==> src/rtl/seg_pkg.sv <==
`default_nettype none
// +----------------------------------------------------------------------+
// | Module   : seg_pkg                                                   |
// | Purpose  : Seven-segment constants, controller state type and the    |
// |            nibble-to-segment lookup shared by the scan controller.   |
// | Revision : 1.0 - initial release                                     |
// +----------------------------------------------------------------------+
package seg_pkg;

  // Active-low segment codes: bit7 = dp, bits6..0 = g..a. dp is off in all.
  localparam logic [7:0] SEG_0     = 8'hC0;
  localparam logic [7:0] SEG_1     = 8'hF9;
  localparam logic [7:0] SEG_2     = 8'hA4;
  localparam logic [7:0] SEG_3     = 8'hB0;
  localparam logic [7:0] SEG_4     = 8'h99;
  localparam logic [7:0] SEG_5     = 8'h92;
  localparam logic [7:0] SEG_6     = 8'h82;
  localparam logic [7:0] SEG_7     = 8'hF8;
  localparam logic [7:0] SEG_8     = 8'h80;
  localparam logic [7:0] SEG_9     = 8'h90;
  localparam logic [7:0] SEG_A     = 8'h88;
  localparam logic [7:0] SEG_B     = 8'h83;
  localparam logic [7:0] SEG_C     = 8'hC6;
  localparam logic [7:0] SEG_D     = 8'hA1;
  localparam logic [7:0] SEG_E     = 8'h86;
  localparam logic [7:0] SEG_F     = 8'h8E;
  localparam logic [7:0] SEG_BLANK = 8'hFF;
  localparam logic [7:0] SEG_DASH  = 8'hBF;

  // Load/convert/commit controller states.
  typedef enum logic [1:0] {
    IDLE   = 2'd0,
    CONV   = 2'd1,
    COMMIT = 2'd2
  } scan_state_e;

  // Map a 4-bit digit value onto its segment pattern (dp off).
  function automatic logic [7:0] nib2seg(input logic [3:0] nib);
    logic [7:0] seg;
    case (nib)
      4'h0: seg = SEG_0;
      4'h1: seg = SEG_1;
      4'h2: seg = SEG_2;
      4'h3: seg = SEG_3;
      4'h4: seg = SEG_4;
      4'h5: seg = SEG_5;
      4'h6: seg = SEG_6;
      4'h7: seg = SEG_7;
      4'h8: seg = SEG_8;
      4'h9: seg = SEG_9;
      4'hA: seg = SEG_A;
      4'hB: seg = SEG_B;
      4'hC: seg = SEG_C;
      4'hD: seg = SEG_D;
      4'hE: seg = SEG_E;
      default: seg = SEG_F;
    endcase
    return seg;
  endfunction

endpackage
`default_nettype wire

==> src/rtl/seg_bin2bcd.sv <==
`default_nettype none
// +----------------------------------------------------------------------+
// | Module   : seg_bin2bcd                                               |
// | Purpose  : Iterative double-dabble binary-to-BCD converter, one      |
// |            shift-add-3 step per clock, with overflow detection.      |
// | Revision : 1.0 - initial release                                     |
// +----------------------------------------------------------------------+
module seg_bin2bcd #(
  parameter int DATA_W = 27,
  parameter int DIGITS = 8
) (
  input  logic                  clk,
  input  logic                  rst,
  input  logic                  start_i,
  input  logic [DATA_W-1:0]     data_i,
  output logic                  busy_o,
  output logic                  done_o,
  output logic [4*DIGITS-1:0]   bcd_o,
  output logic                  ovf_o
);

  localparam int               BCD_W   = 4 * DIGITS;
  localparam int               CNT_W   = $clog2(DATA_W + 1);
  localparam logic [CNT_W-1:0] LAST_IT = CNT_W'(DATA_W - 1);
  localparam logic             SINGLE  = (DATA_W == 1);

  logic [DATA_W-1:0] bin_q, bin_d;
  logic [BCD_W-1:0]  bcd_q, bcd_d;
  logic              ovf_q, ovf_d;
  logic [CNT_W-1:0]  cnt_q, cnt_d;
  logic              busy_q, busy_d;
  logic              done_q, done_d;

  logic [BCD_W-1:0]  w_adj;
  logic [BCD_W-1:0]  w_shifted;
  logic              w_shout;

  // One double-dabble step per cycle; the start cycle already performs the
  // first step (add-3 on an all-zero BCD register is a no-op), so the final
  // result is ready DATA_W-1 cycles after start.
  always_comb begin
    w_adj = bcd_q;
    for (int k = 0; k < DIGITS; k++) begin
      if (bcd_q[4*k +: 4] >= 4'd5) begin
        w_adj[4*k +: 4] = bcd_q[4*k +: 4] + 4'd3;
      end
    end
    {w_shout, w_shifted} = {w_adj, bin_q[DATA_W-1]};

    bin_d  = bin_q;
    bcd_d  = bcd_q;
    ovf_d  = ovf_q;
    cnt_d  = cnt_q;
    busy_d = busy_q;
    done_d = 1'b0;
    if (start_i) begin
      bin_d  = data_i << 1;
      bcd_d  = BCD_W'(data_i[DATA_W-1]);
      ovf_d  = 1'b0;
      cnt_d  = CNT_W'(1);
      busy_d = !SINGLE;
      done_d = SINGLE;
    end else if (busy_q) begin
      bin_d  = bin_q << 1;
      bcd_d  = w_shifted;
      // Any bit pushed out of the top digit means the value needs more digits.
      ovf_d  = ovf_q | w_shout;
      cnt_d  = cnt_q + 1'b1;
      if (cnt_q == LAST_IT) begin
        busy_d = 1'b0;
        done_d = 1'b1;
      end
    end
  end

  // Converter state register; reset abandons any conversion in flight.
  always_ff @(posedge clk) begin
    if (rst) begin
      bin_q  <= '0;
      bcd_q  <= '0;
      ovf_q  <= 1'b0;
      cnt_q  <= '0;
      busy_q <= 1'b0;
      done_q <= 1'b0;
    end else begin
      bin_q  <= bin_d;
      bcd_q  <= bcd_d;
      ovf_q  <= ovf_d;
      cnt_q  <= cnt_d;
      busy_q <= busy_d;
      done_q <= done_d;
    end
  end

  assign busy_o = busy_q;
  assign done_o = done_q;
  assign bcd_o  = bcd_q;
  assign ovf_o  = ovf_q;

endmodule
`default_nettype wire

==> src/rtl/seg_scan_ctrl.sv <==
`default_nettype none
// +----------------------------------------------------------------------+
// | Module   : seg_scan_ctrl                                             |
// | Purpose  : Multiplexed seven-segment display controller: captures a  |
// |            binary value, converts it to hex or decimal digits and    |
// |            scans them out with dead time, blanking and dp control.   |
// | Revision : 1.0 - initial release                                     |
// +----------------------------------------------------------------------+
module seg_scan_ctrl
  import seg_pkg::*;
#(
  parameter int DIGITS   = 8,
  parameter int DATA_W   = 27,
  parameter int SCAN_CYC = 50_000,
  parameter int DEAD_CYC = 500
) (
  input  logic              clk,
  input  logic              rst,
  input  logic [DATA_W-1:0] data_in,
  input  logic              load,
  output logic              ready,
  input  logic              hex_mode,
  input  logic              blank_lz,
  input  logic [DIGITS-1:0] dp_mask,
  output logic [DIGITS-1:0] cs,
  output logic [7:0]        dx
);

  localparam int               BCD_W    = 4 * DIGITS;
  localparam int               CNT_W    = (SCAN_CYC > 1) ? $clog2(SCAN_CYC) : 1;
  localparam int               IDX_W    = $clog2(DIGITS);
  localparam logic [CNT_W-1:0] CNT_LAST = CNT_W'(SCAN_CYC - 1);
  localparam logic [CNT_W-1:0] DEAD_END = CNT_W'(DEAD_CYC);
  localparam logic [IDX_W-1:0] IDX_LAST = IDX_W'(DIGITS - 1);

  // Load / conversion control
  scan_state_e       state_q, state_d;
  logic              ready_q, ready_d;
  logic [DATA_W-1:0] data_q;
  logic              hex_q;
  logic              blz_cap_q;
  logic              w_accept;
  logic              w_commit;

  // Displayed digit buffer
  logic [BCD_W-1:0]  buf_q;
  logic              dash_q;
  logic              blz_q;

  // Converter handshake
  logic              w_cvt_start;
  logic              w_cvt_busy;
  logic              w_cvt_done;
  logic [BCD_W-1:0]  w_cvt_bcd;
  logic              w_cvt_ovf;

  // Scanner
  logic [CNT_W-1:0]  cnt_q, cnt_d;
  logic [IDX_W-1:0]  idx_q, idx_d;
  logic [DIGITS-1:0] cs_q, cs_d;
  logic [7:0]        dx_q, dx_d;
  logic [DIGITS-1:0] w_lz;
  logic              w_upper_zero;
  logic [3:0]        w_nib;
  logic              w_blank;
  logic              w_dp;
  logic [7:0]        w_seg;
  logic [DIGITS-1:0] w_onehot;

  assign w_accept    = load & ready_q;
  assign w_cvt_start = w_accept & ~hex_mode;

  seg_bin2bcd #(
    .DATA_W (DATA_W),
    .DIGITS (DIGITS)
  ) u_bin2bcd (
    .clk     (clk),
    .rst     (rst),
    .start_i (w_cvt_start),
    .data_i  (data_in),
    .busy_o  (w_cvt_busy),
    .done_o  (w_cvt_done),
    .bcd_o   (w_cvt_bcd),
    .ovf_o   (w_cvt_ovf)
  );

  // Controller next state; ready is registered so it returns one cycle after COMMIT.
  always_comb begin
    state_d  = state_q;
    ready_d  = ready_q;
    w_commit = 1'b0;
    case (state_q)
      IDLE: begin
        ready_d = 1'b1;
        if (w_accept) begin
          ready_d = 1'b0;
          state_d = hex_mode ? COMMIT : CONV;
        end
      end
      CONV: begin
        ready_d = 1'b0;
        if (w_cvt_done) begin
          state_d = COMMIT;
        end else if (!w_cvt_busy) begin
          // Converter lost its job (cannot occur in normal operation): recover.
          state_d = IDLE;
        end
      end
      COMMIT: begin
        ready_d  = 1'b0;
        w_commit = 1'b1;
        state_d  = IDLE;
      end
      default: begin
        ready_d = 1'b0;
        state_d = IDLE;
      end
    endcase
  end

  // Controller registers, load capture and atomic digit-buffer update.
  always_ff @(posedge clk) begin
    if (rst) begin
      state_q   <= IDLE;
      ready_q   <= 1'b1;
      data_q    <= '0;
      hex_q     <= 1'b0;
      blz_cap_q <= 1'b0;
      buf_q     <= '0;
      dash_q    <= 1'b0;
      blz_q     <= 1'b0;
    end else begin
      state_q <= state_d;
      ready_q <= ready_d;
      if (w_accept) begin
        data_q    <= data_in;
        hex_q     <= hex_mode;
        blz_cap_q <= blank_lz;
      end
      if (w_commit) begin
        buf_q  <= hex_q ? BCD_W'(data_q) : w_cvt_bcd;
        dash_q <= ~hex_q & w_cvt_ovf;
        blz_q  <= blz_cap_q;
      end
    end
  end

  // Leading-zero map: digit k is blanked when it and every digit above it are zero.
  always_comb begin
    w_lz         = '0;
    w_upper_zero = 1'b1;
    for (int k = DIGITS - 1; k >= 1; k--) begin
      w_upper_zero = w_upper_zero & (buf_q[4*k +: 4] == 4'd0);
      w_lz[k]      = blz_q & w_upper_zero;
    end
  end

  // Slot timing and the registered cs/dx for the digit selected next cycle.
  always_comb begin
    cnt_d = (cnt_q == CNT_LAST) ? '0 : cnt_q + 1'b1;
    idx_d = idx_q;
    if (cnt_q == CNT_LAST) begin
      idx_d = (idx_q == IDX_LAST) ? '0 : idx_q + 1'b1;
    end

    w_nib   = '0;
    w_blank = 1'b0;
    w_dp    = 1'b0;
    for (int k = 0; k < DIGITS; k++) begin
      if (idx_d == IDX_W'(k)) begin
        w_nib   = buf_q[4*k +: 4];
        w_blank = w_lz[k];
        w_dp    = dp_mask[k];
      end
    end

    w_seg = nib2seg(w_nib);
    if (dash_q) begin
      w_seg = SEG_DASH;
    end else if (w_blank) begin
      w_seg = SEG_BLANK;
    end
    // dp follows the live mask, even on blanked or dashed digits.
    dx_d = {w_seg[7] & ~w_dp, w_seg[6:0]};

    w_onehot = {{(DIGITS-1){1'b0}}, 1'b1} << idx_d;
    cs_d     = (cnt_d >= DEAD_END) ? ~w_onehot : '1;
  end

  // Scanner registers; runs continuously regardless of load activity.
  always_ff @(posedge clk) begin
    if (rst) begin
      cnt_q <= '0;
      idx_q <= '0;
      cs_q  <= '1;
      dx_q  <= SEG_BLANK;
    end else begin
      cnt_q <= cnt_d;
      idx_q <= idx_d;
      cs_q  <= cs_d;
      dx_q  <= dx_d;
    end
  end

  assign ready = ready_q;
  assign cs    = cs_q;
  assign dx    = dx_q;

endmodule
`default_nettype wire

==> config.mk <==
export PLATFORM = sky130hd
export DESIGN_NAME = seg_scan_ctrl
export DESIGN_NICKNAME = d
export VERILOG_FILES = /design/src/rtl/seg_pkg.sv /design/src/rtl/seg_bin2bcd.sv /design/src/rtl/seg_scan_ctrl.sv
export SDC_FILE = /design/constraint.sdc
export NUM_CORES = 1
export LEC_CHECK = 0
export CORE_UTILIZATION = 30
export CTS_CLUSTER_DIAMETER = 120
export CTS_CLUSTER_SIZE = 40
export DETAILED_ROUTE_END_ITERATION = 12
export HOLD_SLACK_MARGIN = 0.15
export SYNTH_ARGS = -nofsm -noshare
export SYNTH_HDL_FRONTEND = slang
export SYNTH_SLANG_ARGS = --single-unit
==> constraint.sdc <==
create_clock -name clk -period 3.5 [get_ports clk]
set_input_delay 0.7 -clock clk [delete_from_list [all_inputs] [get_ports clk]]
set_output_delay 0.7 -clock clk [all_outputs]
set_load 0.005 [all_outputs]
-- After elaboration in Yosys (flattened, before gate mapping)
Memory sizes are Yosys's and may differ from the RTL's.
Index checks and enable logic that the tools add are counted.
- input bits: 40
- memories kept: 1
- register bits after elaboration: 167
- ROM bits: 112
- multiplexer cells: 55
- reductions and logical operators: 15
- equal/unequal tests: 14
- add/subtract/negate cells: 11
- bitwise gates (word level): 24
- order comparisons: 9
- shift-type cells: 1
- memory list (memory ; depth ; width ; read ports ; clocked after Yosys merged registers in ; wr ports ; RTL line ; text):
    (no name shown) ; 16 ; 7 ; 1 ; 0 ; 0 ; seg_pkg.sv:40 ; case (nib)
- operators by type and width (operator ; number):
    $mux W4 ; 16
    $mux W27 ; 2
    $add A4 B2 Y4 const B ; 8
    $ge A4 B3 Y1 const B ; 8
    $mux W32 ; 1
    $logic_not A4 Y1 ; 7
    $mux W1 ; 26
    $and A1 B1 Y1 ; 17
    $add A16 B1 Y16 const B ; 1
    $eq A16 B16 Y1 const B ; 1
    $ge A16 B9 Y1 const B ; 1
    $mux W16 ; 1
    $mux W8 ; 2
    $eq A3 B3 Y1 const B ; 5
    $mux W2 ; 4
    $not A8 Y8 ; 1
    $shl A1 B3 Y8 const A ; 1
    $eq A3 B2 Y1 const B ; 2
    $mux W3 ; 2
    $reduce_or A3 Y1 ; 2
    $add A5 B1 Y5 const B ; 1
    $eq A5 B5 Y1 const B ; 1
    $not A1 Y1 ; 5
    $pmux W2 S2 ; 1
    other kinds (12) ; 13

-- Depth between registers and ports, before layout
- word-level depth: 18
- depth in mapped cells: 13
- mapped depth without buffers: 12

-- Modules after synthesis
From an unflattened synthesis, not the netlist that was laid out.
- cell total of the unflattened synthesis: 1010
- area, all modules: 8371.8 um2
- by module, submodules not included (module ; times used ; area each (um2) ; cells an instance):
    seg_scan_ctrl ; 1 ; 4904.7 ; 579
    seg_bin2bcd ; 1 ; 3467.1 ; 431

-- Worst setup path before layout
No wires, ideal clock.
- path kind: register to register
- start: register cnt_q[0]
- end: register dx_q[0], in the netlist dx[0]
- data arrival time: 3.444 ns
- required time: 3.360 ns
- period minus slack after synthesis: 3.585 ns
- path slack: -0.085 ns
- cell stages (with the launch flop): 13
- buffers on the path: 0
- path through: dfxtp_1 -> ha_1 -> or4b_1 -> nor4_4 -> mux2_2 -> and3_1 -> a211o_1 -> a31oi_1 -> inv_1 -> ha_1 -> nor3b_1 -> o21ai_0 -> nand4_1
- longest elaborated chain between the ends: 12
- ends and longest elaborated chain (what ; RTL line ; text):
    from (decl) ; seg_scan_ctrl.sv:58 ; logic [CNT_W-1:0] cnt_q, cnt_d;
    from (signal assigned) ; seg_scan_ctrl.sv:198 ; cnt_q <= cnt_d;
    $eq A16 B16 Y1 (*) ; seg_scan_ctrl.sv:162 ; if (cnt_q == CNT_LAST) begin
    $mux W3 (*) ; seg_scan_ctrl.sv:162 ;
    $logic_not A3 Y1 ; seg_scan_ctrl.sv:170 ; if (idx_d == IDX_W'(k)) begin
    $mux W4 (8 in a row) ; seg_scan_ctrl.sv:170 ;
    $mem_v2 Z16 W7 ; - ;
    to (signal assigned) ; seg_scan_ctrl.sv:196 ; dx_q <= SEG_BLANK;
    to (signal assigned) ; seg_scan_ctrl.sv:201 ; dx_q <= dx_d;
    to (decl) ; seg_scan_ctrl.sv:61 ; logic [7:0] dx_q, dx_d;
Every way passes the cells marked *; elsewhere a longest branch is shown, timed or not.
A chain may end at the register's enable or synchronous reset.

-- Worst setup path after layout
- start: register cnt_q[0]
- end: register dx_q[3], in the netlist dx[3]
The elaborated chain is that of the path after synthesis.

==> key figures <==
Status
  • Status: finished with violations
  • Failing checks: design-rule violations

Synth
  • Synth async-reset ratio: 0%
  • Synth Area in Simple Gates: approximately a fifth
  • Post-synth top flop: dfxtp_1
  • Netlist Area Pre-Place: ~8100 µm²
  • Post-synth cell types: 59
  • Portion of netlist area occupied by mux cells: 10.88%
  • Number of flops mapped to enable cells by yosys: 0
  • Dominant cells by area after synthesis: dfxtp_1 (41%), mux2i_1 (10%), nor2_1 (5.3%)
  • Compound-Gate Fraction of Synth Area: roughly 15%
  • Syn Area/Cell: 8.511 µm²
  • Synthesized instance count: 951
  • Synth warn: 0
  • Cell taking the most area after synthesis: dfxtp_1
  • Seq cells post-synth: around 170
  • Largest family of logic cells by synthesized area: simple AND/OR/NAND/NOR gates
  • Sequential fraction of the synthesis area: 41.30%
  • Mapped Nets: 1016
  • Xor/xnor share of the synthesized area: 3.896%
  • Top-area cell type share of the netlist area: 41.30%
  • Adder-Cell Fraction of Synth Area: 3.865%

Global routing
  • Initial antenna violation count: 0
  • Vias in the first global route: 6242
  • Largest net degree at the start of global routing: 60
  • First-pass GRT wire length: 32570 µm
  • Grt ovf: 0
  • Tot GR Track Use: between 10% and 20%

Clocking
  • CTS sink count: roughly 170
  • Clk slew on worst S/H paths: approximately 0.070 ns
  • Num CTS Buffers: 17
  • CTS tree: built
  • Worst-Skew Late Latency: 0.43 ns
  • Post-CTS Hold Buffers: 0
  • Root buf cell: clkbuf_16
  • Clock buffer depth: 2
  • H-tree depth: 4

Route
  • First-pass DRT Iterations: 9
  • # DRC: 7
  • Vias: 6629
  • Vias per std cell: 4.932
  • Drt wl/cell: around 14 µm
  • Iter 0 DRT Violations: 371
  • Antenna-violating nets left: 0
  • Final WL: 19160 µm

Setup path
  • Crit path DAT: around 3.7 ns
  • CP Launch Type: flop
  • R2R Path End: dx[3]$_SDFF_PP1_
  • Crit-path max FO: 7
  • Critical Path End Type: flop
  • RR Startpoint: cnt_q[0]$_SDFF_PP0_
  • WS Path Type: flop to flop
  • CP required: between 3 and 4 ns
  • R2R Setup Slk: 0.17 ns
  • FF-to-FF path depth: 11

Placement
  • Hpwl dp: 13510 µm
  • Number of port buffers: 56
  • Placed Area: between 9000 and 10000 µm²
  • Placed Cells: roughly 1300
  • GP Congestion: between 0.8 and 0.9

Floorplanning
  • Num rows: 59
  • Number of I/O pins: 57
  • Die area: 27640 µm²
  • Initial core utilization: 30.80%
  • CORE AREA: 26280 µm²
  • Die X: 166.3 µm
  • Die Y: around 170 µm

Cells and area
  • NumNets Final: about 1100
  • Share of layout cells above drive strength 1: under 10%
  • Antenna cells: 0
  • Design Area, Final: roughly 9700 µm²
  • Fin cells: between 1000 and 1500
  • Area growth syn-to-layout: 19.63%

STA
  • Fin crit period: 3.334 ns
  • Final setup viols: 0
  • Clock Skew: 0.01056 ns
  • Final Hold Vio Count: 0
  • Final setup TNS: 0 ns
  • Final worst path period share: 95.25%
  • Pins over their slew limit: 0
  • Max Clk Rate: 300.0 MHz
  • Slew HR: 36.22%
  • RSZ-0062 raised after global routing: no
  • Worst-Margin Slew: 0.9557 ns

Pwr
  • Comb pwr share: 9.6%
  • Sw frac: between 20% and 30%
  • Power Density: 445.2 nW/µm²
  • Internal: between 3 and 4 mW
  • Worst VDD drop: 0.0002270 V
  • P_sw: 1.115 mW
  • Clock Power Share: 42.8%
  • Leakage dissipation: 3.345 nW
  • Sequential power share: 47.5%

Hold path
  • Worst Hold Path Cells: 2
  • HP Start: data_q[20]$_SDFFE_PP0P_
  • Worst Hold Class: flop to flop
  • Hold Crit Endpoint: data_q[20]$_SDFFE_PP0P_

Job
  • # Max-Cap Violations: 0
==> Yosys cell counts, types with 2 or more instances <==
cell type / number
a211o_1: 2
nor4_1: 11
nor2_1: 115
or2_2: 2
a21oi_1: 74
o211ai_1: 10
nand3_1: 32
mux2_2: 5
xnor2_1: 17
clkbuf_1: 40
o21ai_0: 31
nand4b_1: 2
dfxtp_1: 167
o22a_1: 2
or3_1: 9
nand3b_1: 5
and3_1: 4
buf_4: 5
a211oi_1: 55
o2111ai_1: 2
a32oi_1: 2
nand4_1: 8
buf_6: 4
ha_1: 25
nand2b_1: 12
a21boi_0: 2
or4_1: 2
xor2_1: 19
o22ai_1: 4
nand2_1: 114
o31ai_1: 3
buf_1: 12
and3_2: 2
o31a_1: 2
inv_1: 26
a31oi_1: 3
nor3_1: 13
mux2i_1: 81
nor2b_1: 6
nor4bb_1: 2
==> power groups by stage <==
stage	logic (mW)	clock network (mW)	registers (mW)
2_1_floorplan	0.282	0	2.07
3_3_place_gp	0.415	0	2.09
3_5_place_dp	0.417	0	2.09
4_1_cts	0.419	1.91	2.05
5_1_grt	0.462	1.99	2.06
6_report	0.416	1.85	2.05
==> cell type report <==
type | instances | area, µm²
tap | 335 | 419.2
clock buffer | 19 | 442.9
inverter | 26 | 97.59
sequential | 167 | 3347
timing repair buffer | 89 | 809.5
fill | 2735 | 16600
multi-input combinational | 695 | 4433
clock inverter | 13 | 133.9
==> logic make-up after synthesis <==
family	Yosys count
and+or+nand+nor	348
AOI/OAI and AO/OA	199
DFF	167
buffers and inverters	89
muxes	87
xor gates and xnor gates	36
adders and majority gates	25
==> cell usage in the layout, fill, tap and decap left out, types with 4 or more instances in the layout <==
cell type        netlist  layout
o211ai_1              10      10
a21oi_1               74      74
nor2b_1                6       5
inv_1                 26      25
nand4_1                8       8
mux2_2                 5       4
or3_1                  9       9
nor2_1               115     115
inv_6                  0       4
dfxtp_1              167     164
xor2_1                19      19
mux2i_1               81      79
nor4_1                11      11
nor3_1                13      13
o22ai_1                4       4
nand2b_1              12      11
clkbuf_16              0      17
clkdlybuf4s50_1        0      55
o21ai_0               31      30
nand2_1              114     114
buf_4                  5      33
nand3b_1               5       5
a211oi_1              55      55
xnor2_1               17      17
and3_1                 4       4
nand3_1               32      32
ha_1                  25      24
==> worst max-delay path by stage <==
| stage | from | to | slack (ns) | cells past startpoint |
|---|---|---|---|---|
| after floorplan | cnt_q[4]$_SDFF_PP0_ | dx[3]$_SDFF_PP1_ | -0.001 | 10 |
| after global placement | cnt_q[0]$_SDFF_PP0_ | dx[3]$_SDFF_PP1_ | 0.09 | 12 |
| after detailed placement | cnt_q[0]$_SDFF_PP0_ | dx[3]$_SDFF_PP1_ | 0.05 | 12 |
| after CTS | cnt_q[0]$_SDFF_PP0_ | dx[3]$_SDFF_PP1_ | 0.02 | 12 |
| after global routing | cnt_q[1]$_SDFF_PP0_ | dx[0]$_SDFF_PP1_ | 0.009 | 13 |
| final | cnt_q[0]$_SDFF_PP0_ | dx[3]$_SDFF_PP1_ | 0.17 | 11 |
==> critical path, cell delays in order, from the launching register on <==
cell and delay, ns:
dfxtp_2 0.37, ha_4 0.14, or4b_4 0.46, nor4_4 0.29, buf_6 0.18, mux2_4 0.36
and3_1 0.20, a211o_1 0.30, a31oi_4 0.19, ha_1 0.27, or3_1 0.37, o2111ai_1 0.11
==> flip-flops by register name, summed over array words and instances, names as in the netlist, 5 cells and up <==
name	count
buf_q	32
cnt_q	16
cs	8
data_q	27
dx	8
u_bin2bcd.bcd_o	32
u_bin2bcd.bin_q	26
u_bin2bcd.cnt_q	5
==> metal layers <==
metal  vias to the layer above  wire, µm  track usage (%)
li1                       3448         -                -
met1                      3045      9983            20.70
met2                       119      8110            21.43
met3                        17       862            3.480
met4                         0       203            3.865
met5                         -         0                0
==> metrics by stage <==
stage	power, mW	worst slack [ns]	hold WS [ns]	utilization (%)
2_1_floorplan	2.349	-0.001092	0.4276	-
3_3_place_gp	2.507	0.08971	0.4444	34.51
3_5_place_dp	2.509	0.05014	0.4522	34.51
4_1_cts	4.373	0.02284	0.4611	36.71
5_1_grt	4.514	0.008645	0.4794	36.85
6_report	4.311	0.1662	0.4557	36.85
==> what timing repair did <==
action / CTS / global route
gates resized for setup: 0 / 5
setup endpoints to repair: 0 / 5
buffers inserted: 0 / 3
Note: power is estimated with default switching activity, not from simulation.
